`src/rtl/tt_sweep_pkg.sv`:
```
// Shared types and constants for the truth-table sweep/capture stage.
package tt_sweep_pkg;

  // Default number of inputs of the swept function.
  localparam int N_IN_DEF = 7;

  // Truth-table width for the default input count.
  localparam int TT_W = 2 ** N_IN_DEF;

  // Width of the x_o sweep counter for the default input count.
  localparam int CNT_W = N_IN_DEF;

  // Width of the drain counter (SAMPLE_LAT is limited to 0..3).
  localparam int LAT_W = 2;

  typedef enum logic [1:0] {
    IDLE  = 2'd0,
    SWEEP = 2'd1,
    DRAIN = 2'd2,
    DONE  = 2'd3
  } state_e;

  // Truth-table width for an arbitrary input count.
  function automatic int unsigned tt_width(input int unsigned n_in);
    return 32'd1 << n_in;
  endfunction

endpackage

```
`src/rtl/tt_sweep_if.sv`:
```
// Bus bundle of the sweep stage: function drive/sample pair and the
// result valid/ready handshake towards the classification consumer.
interface tt_sweep_if
  import tt_sweep_pkg::*;
#(
  parameter int N_IN = N_IN_DEF
);

  localparam int TTW = 2 ** N_IN;

  // Function side
  logic [N_IN-1:0] x_o;
  logic            f_i;

  // Result side
  logic [TTW-1:0]  tt_o;
  logic [N_IN:0]   ones_o;
  logic            self_dual_o;
  logic            tt_valid;
  logic            tt_ready;

  // Sweep stage drives vectors and results, samples f and ready.
  modport master (
    output x_o,
    input  f_i,
    output tt_o,
    output ones_o,
    output self_dual_o,
    output tt_valid,
    input  tt_ready
  );

  // Function model / consumer side.
  modport slave (
    input  x_o,
    output f_i,
    input  tt_o,
    input  ones_o,
    input  self_dual_o,
    input  tt_valid,
    output tt_ready
  );

endinterface

```
`src/rtl/tt_sweep_delay.sv`:
```
// Aligns the driven vector index with the returning function sample:
// a DEPTH-deep register line carrying {valid, index}; wires through
// when DEPTH = 0.
module tt_sweep_delay #(
  parameter int DEPTH = 0,
  parameter int IDX_W = 7
) (
  input  logic             clk,
  input  logic             rst_n,
  input  logic             valid_i,
  input  logic [IDX_W-1:0] idx_i,
  output logic             valid_o,
  output logic [IDX_W-1:0] idx_o
);

  if (DEPTH == 0) begin : g_pass
    // Clock and reset are not needed for a zero-latency path.
    logic unused_clk_rst;
    assign unused_clk_rst = clk ^ rst_n;

    assign valid_o = valid_i;
    assign idx_o   = idx_i;
  end else begin : g_line
    logic [DEPTH-1:0] v_q;
    logic [IDX_W-1:0] idx_q [DEPTH];

    // Shift the {valid, index} pair one stage per cycle; reset drops
    // any in-flight samples so an aborted sweep leaves nothing behind.
    always_ff @(posedge clk) begin
      if (!rst_n) begin
        v_q <= '0;
        for (int unsigned i = 0; i < DEPTH; i++) idx_q[i] <= '0;
      end else begin
        v_q[0]   <= valid_i;
        idx_q[0] <= idx_i;
        for (int unsigned i = 1; i < DEPTH; i++) begin
          v_q[i]   <= v_q[i-1];
          idx_q[i] <= idx_q[i-1];
        end
      end
    end

    assign valid_o = v_q[DEPTH-1];
    assign idx_o   = idx_q[DEPTH-1];
  end

endmodule

```
`src/rtl/tt_sweep_capture.sv`:
```
// Truth-table sweep/capture harness around a combinational N_IN-input
// function: drives every input vector in ascending order, captures the
// function output into a 2**N_IN-bit truth table with its ones count,
// and offers the result over a valid/ready handshake.
// Optional macro TT_SELFDUAL_CHECK_EN adds a registered self-duality
// flag computed when the result becomes valid.
module tt_sweep_capture
  import tt_sweep_pkg::*;
#(
  parameter int N_IN       = N_IN_DEF,
  parameter int SAMPLE_LAT = 0
) (
  input  logic       clk,
  input  logic       rst_n,
  input  logic       start,
  output logic       busy,
  tt_sweep_if.master bus
);

  localparam int TTW  = 2 ** N_IN;
  localparam int HALF = TTW / 2;

  state_e            state_q, state_d;
  logic [N_IN-1:0]   x_q, x_d;
  logic [TTW-1:0]    tt_q, tt_d;
  logic [N_IN:0]     ones_q, ones_d;
  logic [LAT_W-1:0]  drain_q, drain_d;

  logic              launch;
  logic              drive_valid;
  logic              smp_valid;
  logic [N_IN-1:0]   smp_idx;

  assign launch      = (state_q == IDLE) && start;
  assign drive_valid = (state_q == SWEEP);

  tt_sweep_delay #(
    .DEPTH (SAMPLE_LAT),
    .IDX_W (N_IN)
  ) u_delay (
    .clk     (clk),
    .rst_n   (rst_n),
    .valid_i (drive_valid),
    .idx_i   (x_q),
    .valid_o (smp_valid),
    .idx_o   (smp_idx)
  );

  // Sequencing: next state, sweep counter and drain counter.
  always_comb begin
    state_d = state_q;
    x_d     = x_q;
    drain_d = drain_q;
    unique case (state_q)
      IDLE: begin
        if (start) begin
          state_d = SWEEP;
          x_d     = '0;
        end
      end
      SWEEP: begin
        // Counter wraps to 0 exactly on the last vector.
        x_d = x_q + N_IN'(1);
        if (x_q == '1) begin
          drain_d = '0;
          state_d = (SAMPLE_LAT > 0) ? DRAIN : DONE;
        end
      end
      DRAIN: begin
        drain_d = drain_q + LAT_W'(1);
        if (drain_q == LAT_W'(SAMPLE_LAT - 1)) state_d = DONE;
      end
      DONE: begin
        if (bus.tt_ready) state_d = IDLE;
      end
    endcase
  end

  // Accumulation: clear on launch, otherwise place each aligned sample.
  always_comb begin
    tt_d   = tt_q;
    ones_d = ones_q;
    if (launch) begin
      tt_d   = '0;
      ones_d = '0;
    end else if (smp_valid) begin
      tt_d[smp_idx] = bus.f_i;
      ones_d        = ones_q + {{N_IN{1'b0}}, bus.f_i};
    end
  end

  // State, counter and result registers.
  always_ff @(posedge clk) begin
    if (!rst_n) begin
      state_q <= IDLE;
      x_q     <= '0;
      drain_q <= '0;
      tt_q    <= '0;
      ones_q  <= '0;
    end else begin
      state_q <= state_d;
      x_q     <= x_d;
      drain_q <= drain_d;
      tt_q    <= tt_d;
      ones_q  <= ones_d;
    end
  end

`ifdef TT_SELFDUAL_CHECK_EN
  logic sd_q, sd_d;
  logic sd_now;

  // Self-duality of the table as it will stand after this edge; the
  // last sample lands on the same edge that enters DONE, so the compare
  // works on tt_d rather than tt_q.
  always_comb begin
    sd_now = 1'b1;
    for (int unsigned i = 0; i < HALF; i++) begin
      sd_now = sd_now & (tt_d[i] ^ tt_d[TTW-1-i]);
    end
  end

  // Flag clears on launch and is captured once on DONE entry.
  always_comb begin
    sd_d = sd_q;
    if (launch) begin
      sd_d = 1'b0;
    end else if ((state_d == DONE) && (state_q != DONE)) begin
      sd_d = sd_now;
    end
  end

  // Self-dual flag register.
  always_ff @(posedge clk) begin
    if (!rst_n) sd_q <= 1'b0;
    else        sd_q <= sd_d;
  end

  assign bus.self_dual_o = sd_q;
`else
  assign bus.self_dual_o = 1'b0;
`endif

  assign busy         = (state_q != IDLE);
  assign bus.x_o      = x_q;
  assign bus.tt_o     = tt_q;
  assign bus.ones_o   = ones_q;
  assign bus.tt_valid = (state_q == DONE);

endmodule
```
`src/flat_wrapper.sv`:
```
// flat-port wrapper written by rule: the top's interface ports become plain ports
module tt_sweep_capture_flat import tt_sweep_pkg::*;
#(
  parameter int N_IN       = N_IN_DEF,
  parameter int SAMPLE_LAT = 0
)
  (clk, rst_n, start, busy, bus_x_o, bus_f_i, bus_tt_o, bus_ones_o, bus_self_dual_o, bus_tt_valid, bus_tt_ready);
  tt_sweep_if #(.N_IN(N_IN)) bus_i ();
  input  logic clk;
  input  logic rst_n;
  input  logic start;
  output logic busy;
  output wire logic [$bits(bus_i.x_o)-1:0] bus_x_o;
  input wire logic [$bits(bus_i.f_i)-1:0] bus_f_i;
  output wire logic [$bits(bus_i.tt_o)-1:0] bus_tt_o;
  output wire logic [$bits(bus_i.ones_o)-1:0] bus_ones_o;
  output wire logic [$bits(bus_i.self_dual_o)-1:0] bus_self_dual_o;
  output wire logic [$bits(bus_i.tt_valid)-1:0] bus_tt_valid;
  input wire logic [$bits(bus_i.tt_ready)-1:0] bus_tt_ready;
  assign bus_x_o = bus_i.x_o;
  assign bus_i.f_i = bus_f_i;
  assign bus_tt_o = bus_i.tt_o;
  assign bus_ones_o = bus_i.ones_o;
  assign bus_self_dual_o = bus_i.self_dual_o;
  assign bus_tt_valid = bus_i.tt_valid;
  assign bus_i.tt_ready = bus_tt_ready;
  tt_sweep_capture #(.N_IN(N_IN), .SAMPLE_LAT(SAMPLE_LAT)) u_core (.clk(clk), .rst_n(rst_n), .start(start), .busy(busy), .bus(bus_i));
endmodule
```
`config.mk`:
```
export PLATFORM = sky130hd
export DESIGN_NAME = tt_sweep_capture_flat
export DESIGN_NICKNAME = d
export VERILOG_FILES = /design/src/rtl/tt_sweep_pkg.sv /design/src/rtl/tt_sweep_if.sv /design/src/rtl/tt_sweep_delay.sv /design/src/rtl/tt_sweep_capture.sv /design/src/flat_wrapper.sv
export SDC_FILE = /design/constraint.sdc
export NUM_CORES = 1
export LEC_CHECK = 0
export ABC_CLOCK_PERIOD_IN_PS = 2840
export CAP_MARGIN = 20
export CORE_ASPECT_RATIO = 0.5
export CORE_MARGIN = 2
export CORE_UTILIZATION = 35
export CTS_CLUSTER_DIAMETER = 40
export CTS_CLUSTER_SIZE = 24
export DETAILED_ROUTE_END_ITERATION = 10
export SLEW_MARGIN = 30
export SYNTH_ARGS = -nofsm -noshare
export SYNTH_HDL_FRONTEND = slang
export SYNTH_SLANG_ARGS = --single-unit
```
`constraint.sdc`:
```
create_clock -name clk -period 2.84 [get_ports clk]
set_clock_uncertainty 0.15 [all_clocks]
set_input_delay 0.568 -clock clk [delete_from_list [all_inputs] [get_ports clk]]
set_output_delay 0.568 -clock clk [all_outputs]
set_load 0.1 [all_outputs]
```
# Word level (Yosys, flattened, before mapping)
# Index checks and enable logic that the tools add are counted.
# totals
reg_bits	147
inputBits	5
out_inout_bits	146
wordCells	42
# classes
addsub	3
magnitude_cmp	2
eq_ne	9
muxes	12
bitwise	1
n_reduce_logical	10
# op_table
op	count
$bwmux W128	1
$pmux W7 S2	1
$mux W2	5
$add A8 B1 Y8	1
$lt A7 B8 Y1 const B	1
$pmux W2 S4	1
$add A7 B1 Y7 const B	1
$demux W1 S7	1
$eq A7 B7 Y1 const B	1
$ge A7 B1 Y1 const B	1
$mux W7	1
$eq A2 B2 Y1 const B	3
$reduce_bool A2 Y1	3
$ne A2 B1 Y1 const B	2
$ne A2 B2 Y1 const B	2
$pmux W2 S2	1
$reduce_and A2 Y1	2
$reduce_and A4 Y1	1
$add A2 B1 Y2 const B	1
$eq A2 B1 Y1 const B	1
$logic_and A1 B1 Y1	2
$logic_not A2 Y1	1
$reduce_or A2 Y1	1
$mux W1	1
$not A1 Y1	1

# Longest topological paths before layout
# depth
ltp_word	5
depth_mapped	8
depth_no_buf	6

# By module
# Synthesis repeated with hierarchy kept, for this count alone.
# unflattened
cells_unflattened	756
hier_area_um2	6264.8
# modules_own_cells
mod	instances	cells_each	area_each_um2	seq_area_each_um2
tt_sweep_capture	1	748	6204.7	2942.8
tt_sweep_delay	1	8	60.1	0.0

# Worst setup path before layout
# No wires, ideal clock.
# synth_path
path_type	reg2reg
start	register u_core.x_q[4] (netlist: u_core.bus.x_o[4])
end	register u_core.state_q[0]
t_arrival_ns	2.339
required_ns	2.618
slack_ns	0.279
stages_incl_launch_ff	7
synth_period_minus_slack_ns	2.561
path_cell_list	dfxtp_1 > buf_2 > and4_1 > buf_2 > nand3_2 > a2111oi_4 > mux2i_1
# synth_between
elab_chain_cells	3
# synth_lines
element	line	source
from (decl)	tt_sweep_capture.sv:24	logic [N_IN-1:0] x_q, x_d;
from (signal assigned)	tt_sweep_capture.sv:96	x_q <= '0;
from (signal assigned)	tt_sweep_capture.sv:102	x_q <= x_d;
$eq A7 B7 Y1	tt_sweep_capture.sv:64	if (x_q == '1) begin
$ne A2 B2 Y1 (no source line)	-	
$reduce_and A4 Y1 (no source line)	-	
to (signal assigned)	tt_sweep_capture.sv:101	state_q <= state_d;
to (decl)	tt_sweep_capture.sv:23	state_e state_q, state_d;
# Every way passes these cells.
# A chain may end at the register's enable or synchronous reset.

# Worst setup path after layout
# layout_path
start	register u_core.x_q[0] (netlist: u_core.bus.x_o[0])
end	output port bus_x_o[0]
# layout_lines
element	line	source
to (decl)	flat_wrapper.sv:13	output wire logic [$bits(bus_i.x_o)-1:0] bus_x_o;
# No word-level cell between the ends.

==> flow_metrics.env <==
export IMPL_worstPathRequired_ps=2120
export IMPL_cts_resized=0
export IMPL_die_area_um2=18700
export IMPL_die_h_um=97.7
export IMPL_netlist_area_um2=6140
export IMPL_globalRouteOverflowTotal=0
export IMPL_async_reset_ff_share_pct=0
export IMPL_crit_type="reg2out"
export IMPL_cts_hold_buffers=0
export IMPL_max_stage_delay_ps=720
export IMPL_critical_path_buf_inv_count=1
export IMPL_end_kind="output port"
export IMPL_post_route_cells_drive_above_1_share_pct=24.0
export IMPL_drcViolationCount=0
export IMPL_min_path_type="reg2reg"
export IMPL_hpwl_mm=13.7
export IMPL_root_buffer="clkbuf_16"
export IMPL_slew_viol_final=0
export IMPL_critPathTopFamily="flip-flops"
export IMPL_fin_cells=1139
export IMPL_final_util_pct=47.3
export IMPL_cts_htree_levels=4
export IMPL_cp_arrival_ps=1560
export IMPL_path_depth=1
export IMPL_ant_nets=0
export IMPL_cts_setup_buffers=0
export IMPL_grt_pass1_vias=5740
export IMPL_r2r_start="u_core.state_q[1]$_SDFFE_PN0P_"
export IMPL_gp_congestion=0.783
export IMPL_area_growth_pct=32.9
export IMPL_wl_mm=20.9
export IMPL_leakagePower_uw=0.00301
export IMPL_port_buffers=149
export IMPL_synth_seq_cells=147
export IMPL_grt_start_max_net_pins=66
export IMPL_synth_edf_count=0
export IMPL_place_ws_ps=525
export IMPL_wl_per_cell_um=18.4
export IMPL_cap_violations=0
export IMPL_cts_buffers=17
export IMPL_crit_slowest_cell="dfxtp_1"
export IMPL_clock_sinks=147
export IMPL_vias_per_cell=5.46
export IMPL_track_usage_pct=22.2
export IMPL_first_pass_iters=5
export IMPL_drt_iter0_drc=607
export IMPL_antenna_found_initial=0
export IMPL_syn_num_nets=767
export IMPL_syn_area_per_cell_um2=8.15
export IMPL_rsz0062_at_grt="false"
export IMPL_antenna_cells=0
export IMPL_rows=34
export IMPL_grt_pass1_wl_mm=32.1
export IMPL_dr_total_vias=6215
export IMPL_hold_viol_final=0
export IMPL_worstReg2RegEnd="u_core.bus.tt_o[52]$_SDFFE_PP0P_"
export IMPL_seq_area_frac_synth_pct=47.9
export IMPL_cts_tree="done"
export IMPL_clock_latency_ps=420
export IMPL_critPathLaunchType="flop"
export IMPL_cts_path_max_buffers=2
export IMPL_synthCells=754
export IMPL_setup_viol=0
export IMPL_vdd_drop_max_mv=0.412
export IMPL_startpoint="u_core.bus.x_o[0]$_SDFFE_PN0P_"
export IMPL_worst_pin_slew_ps=664
export IMPL_min_period_over_period_pct=80.3
export IMPL_clkTransAtPathRegs_ps=70
export IMPL_timing_setup_tns_ps=0
export IMPL_start_util_pct=35.6
export IMPL_power_density_nw_per_um2=657
export IMPL_postLayoutSetupSlackWorst_ps=558
export IMPL_path_cells="buf_4"
export IMPL_status="complete, no violations"
export IMPL_clock_fmax_mhz=438
export IMPL_core_um2=17300
export IMPL_r2r_slack_ps=630
export IMPL_yosys_warnings=0
export IMPL_ys_flop_type="dfxtp_1"
export IMPL_nets=905
export IMPL_path_max_fanout=21
export IMPL_synth_cell_types=42
export IMPL_io_pin_count=151
export IMPL_die_x_um=191
export IMPL_r2r_cells=6
export IMPL_p_total_uw=5360
export IMPL_crit_end="bus_x_o[0]"
export IMPL_place_inst=1107
export IMPL_period_needed_ps=2280
export IMPL_slew_headroom_pct=55.6
[synthesized netlist by cell type, types with 2 or more instances]
master | number | area [um2]
nor2b_1 | 13 | 81.3
a21boi_0 | 4 | 30.0
clkbuf_1 | 46 | 173
inv_1 | 3 | 11.3
and2_0 | 2 | 12.5
xnor2_1 | 2 | 17.5
and2_1 | 2 | 12.5
dfxtp_1 | 147 | 2940
o21ai_0 | 126 | 631
ha_1 | 8 | 100
o311ai_1 | 2 | 17.5
nor2_1 | 26 | 97.6
nand2_1 | 32 | 120
buf_1 | 6 | 22.5
a21oi_1 | 116 | 581
xor2_1 | 4 | 35.0
nand3b_1 | 3 | 22.5
nor3_1 | 9 | 45.0
nand2b_1 | 8 | 50.1
and3_1 | 3 | 18.8
o211ai_1 | 6 | 45.0
buf_2 | 11 | 55.1
o31ai_1 | 6 | 45.0
nand4_1 | 10 | 62.6
or3_1 | 2 | 12.5
nand3_1 | 131 | 656
o41ai_1 | 2 | 17.5
nor3b_1 | 3 | 22.5
mux2i_1 | 8 | 80.1
[per-stage QoR]
stage	hold WS [ps]	instance area, um2
after floorplan	318	6140
after global placement	317	7600
after detailed placement	320	7600
after CTS	330	8170
after global routing	347	8170
final	325	8170
[cell families (layout without fill, tap and decap cells)]
| group | Yosys count | in the layout | share of synthesized area (%) |
|---|---|---|---|
| DFF | 147 | 147 | 47.9 |
| muxes | 8 | 8 | 1.30 |
| other | 1 | 1 | 0.0610 |
| buffers and inverters | 67 | 218 | 4.38 |
| adders and majority gates | 8 | 8 | 1.63 |
| and+or+nand+nor | 250 | 250 | 20.7 |
| AOI/OAI and AO/OA | 267 | 267 | 23.2 |
| xor gates and xnor gates | 6 | 6 | 0.855 |
[power by group]
| part | internal (uW) | total [uW] | leakage (uW) | switching [uW] |
|---|---|---|---|---|
| combinational | 264 | 1040 | 0.00156 | 776 |
| sequential | 2090 | 2150 | 0.00118 | 54.4 |
| clock | 1260 | 2180 | 0.000270 | 920 |
[metal layers]
metal	vias up	track usage [%]	routed length [um]
li1	3002	-	-
met1	2967	31.9	9700
met2	219	32.9	9350
met3	27	5.16	1550
met4	0	6.04	320
met5	-	0	0
[worst register-to-register path: stages, from the launching register on]
cell	delay (ps)
dfxtp_1	340
inv_1	80
ha_1	340
nor2b_1	280
nand2_1	430
o21ai_0	360
a21oi_1	100
[registers in the layout, summed over array words and instances (netlist names)]
name               count
u_core.drain_q         2
u_core.bus.ones_o      8
u_core.state_q         2
u_core.bus.tt_o      128
u_core.bus.x_o         7
[placed cells by master, fill, tap and decap left out, types with 4 or more instances in the layout]
| cell type | synthesis | final |
|---|---|---|
| o21ai_0 | 126 | 126 |
| dfxtp_1 | 147 | 147 |
| nor3_1 | 9 | 7 |
| o31ai_1 | 6 | 6 |
| nor2b_1 | 13 | 13 |
| buf_4 | 1 | 178 |
| clkbuf_16 | 0 | 17 |
| nand4_1 | 10 | 10 |
| a21boi_0 | 4 | 4 |
| nor2_1 | 26 | 26 |
| nand3_1 | 131 | 131 |
| a21oi_1 | 116 | 116 |
| o211ai_1 | 6 | 6 |
| mux2i_1 | 8 | 8 |
| ha_1 | 8 | 8 |
| xor2_1 | 4 | 4 |
| nand2b_1 | 8 | 8 |
| nand2_1 | 32 | 31 |
[final cells by class]
class	instances	area, um2
inverter	3	11.3
fill	1733	9110
multi-input combinational	540	2950
sequential	147	2940
tap	234	293
clock buffer	21	460
timing repair buffer	183	1410
clock inverter	11	103
[worst min-delay path by stage]
stage / from / to / cells past startpoint
6_report: u_core.bus.tt_o[19]$_SDFFE_PP0P_ / u_core.bus.tt_o[19]$_SDFFE_PP0P_ / 2
5_1_grt: u_core.bus.tt_o[22]$_SDFFE_PP0P_ / u_core.bus.tt_o[22]$_SDFFE_PP0P_ / 2
4_1_cts: u_core.bus.tt_o[22]$_SDFFE_PP0P_ / u_core.bus.tt_o[22]$_SDFFE_PP0P_ / 2
3_5_place_dp: u_core.bus.tt_o[107]$_SDFFE_PP0P_ / u_core.bus.tt_o[107]$_SDFFE_PP0P_ / 2
3_3_place_gp: u_core.bus.tt_o[22]$_SDFFE_PP0P_ / u_core.bus.tt_o[22]$_SDFFE_PP0P_ / 2
2_1_floorplan: u_core.state_q[1]$_SDFFE_PN0P_ / u_core.state_q[1]$_SDFFE_PN0P_ / 2
Power figures use the tool's default switching activity.
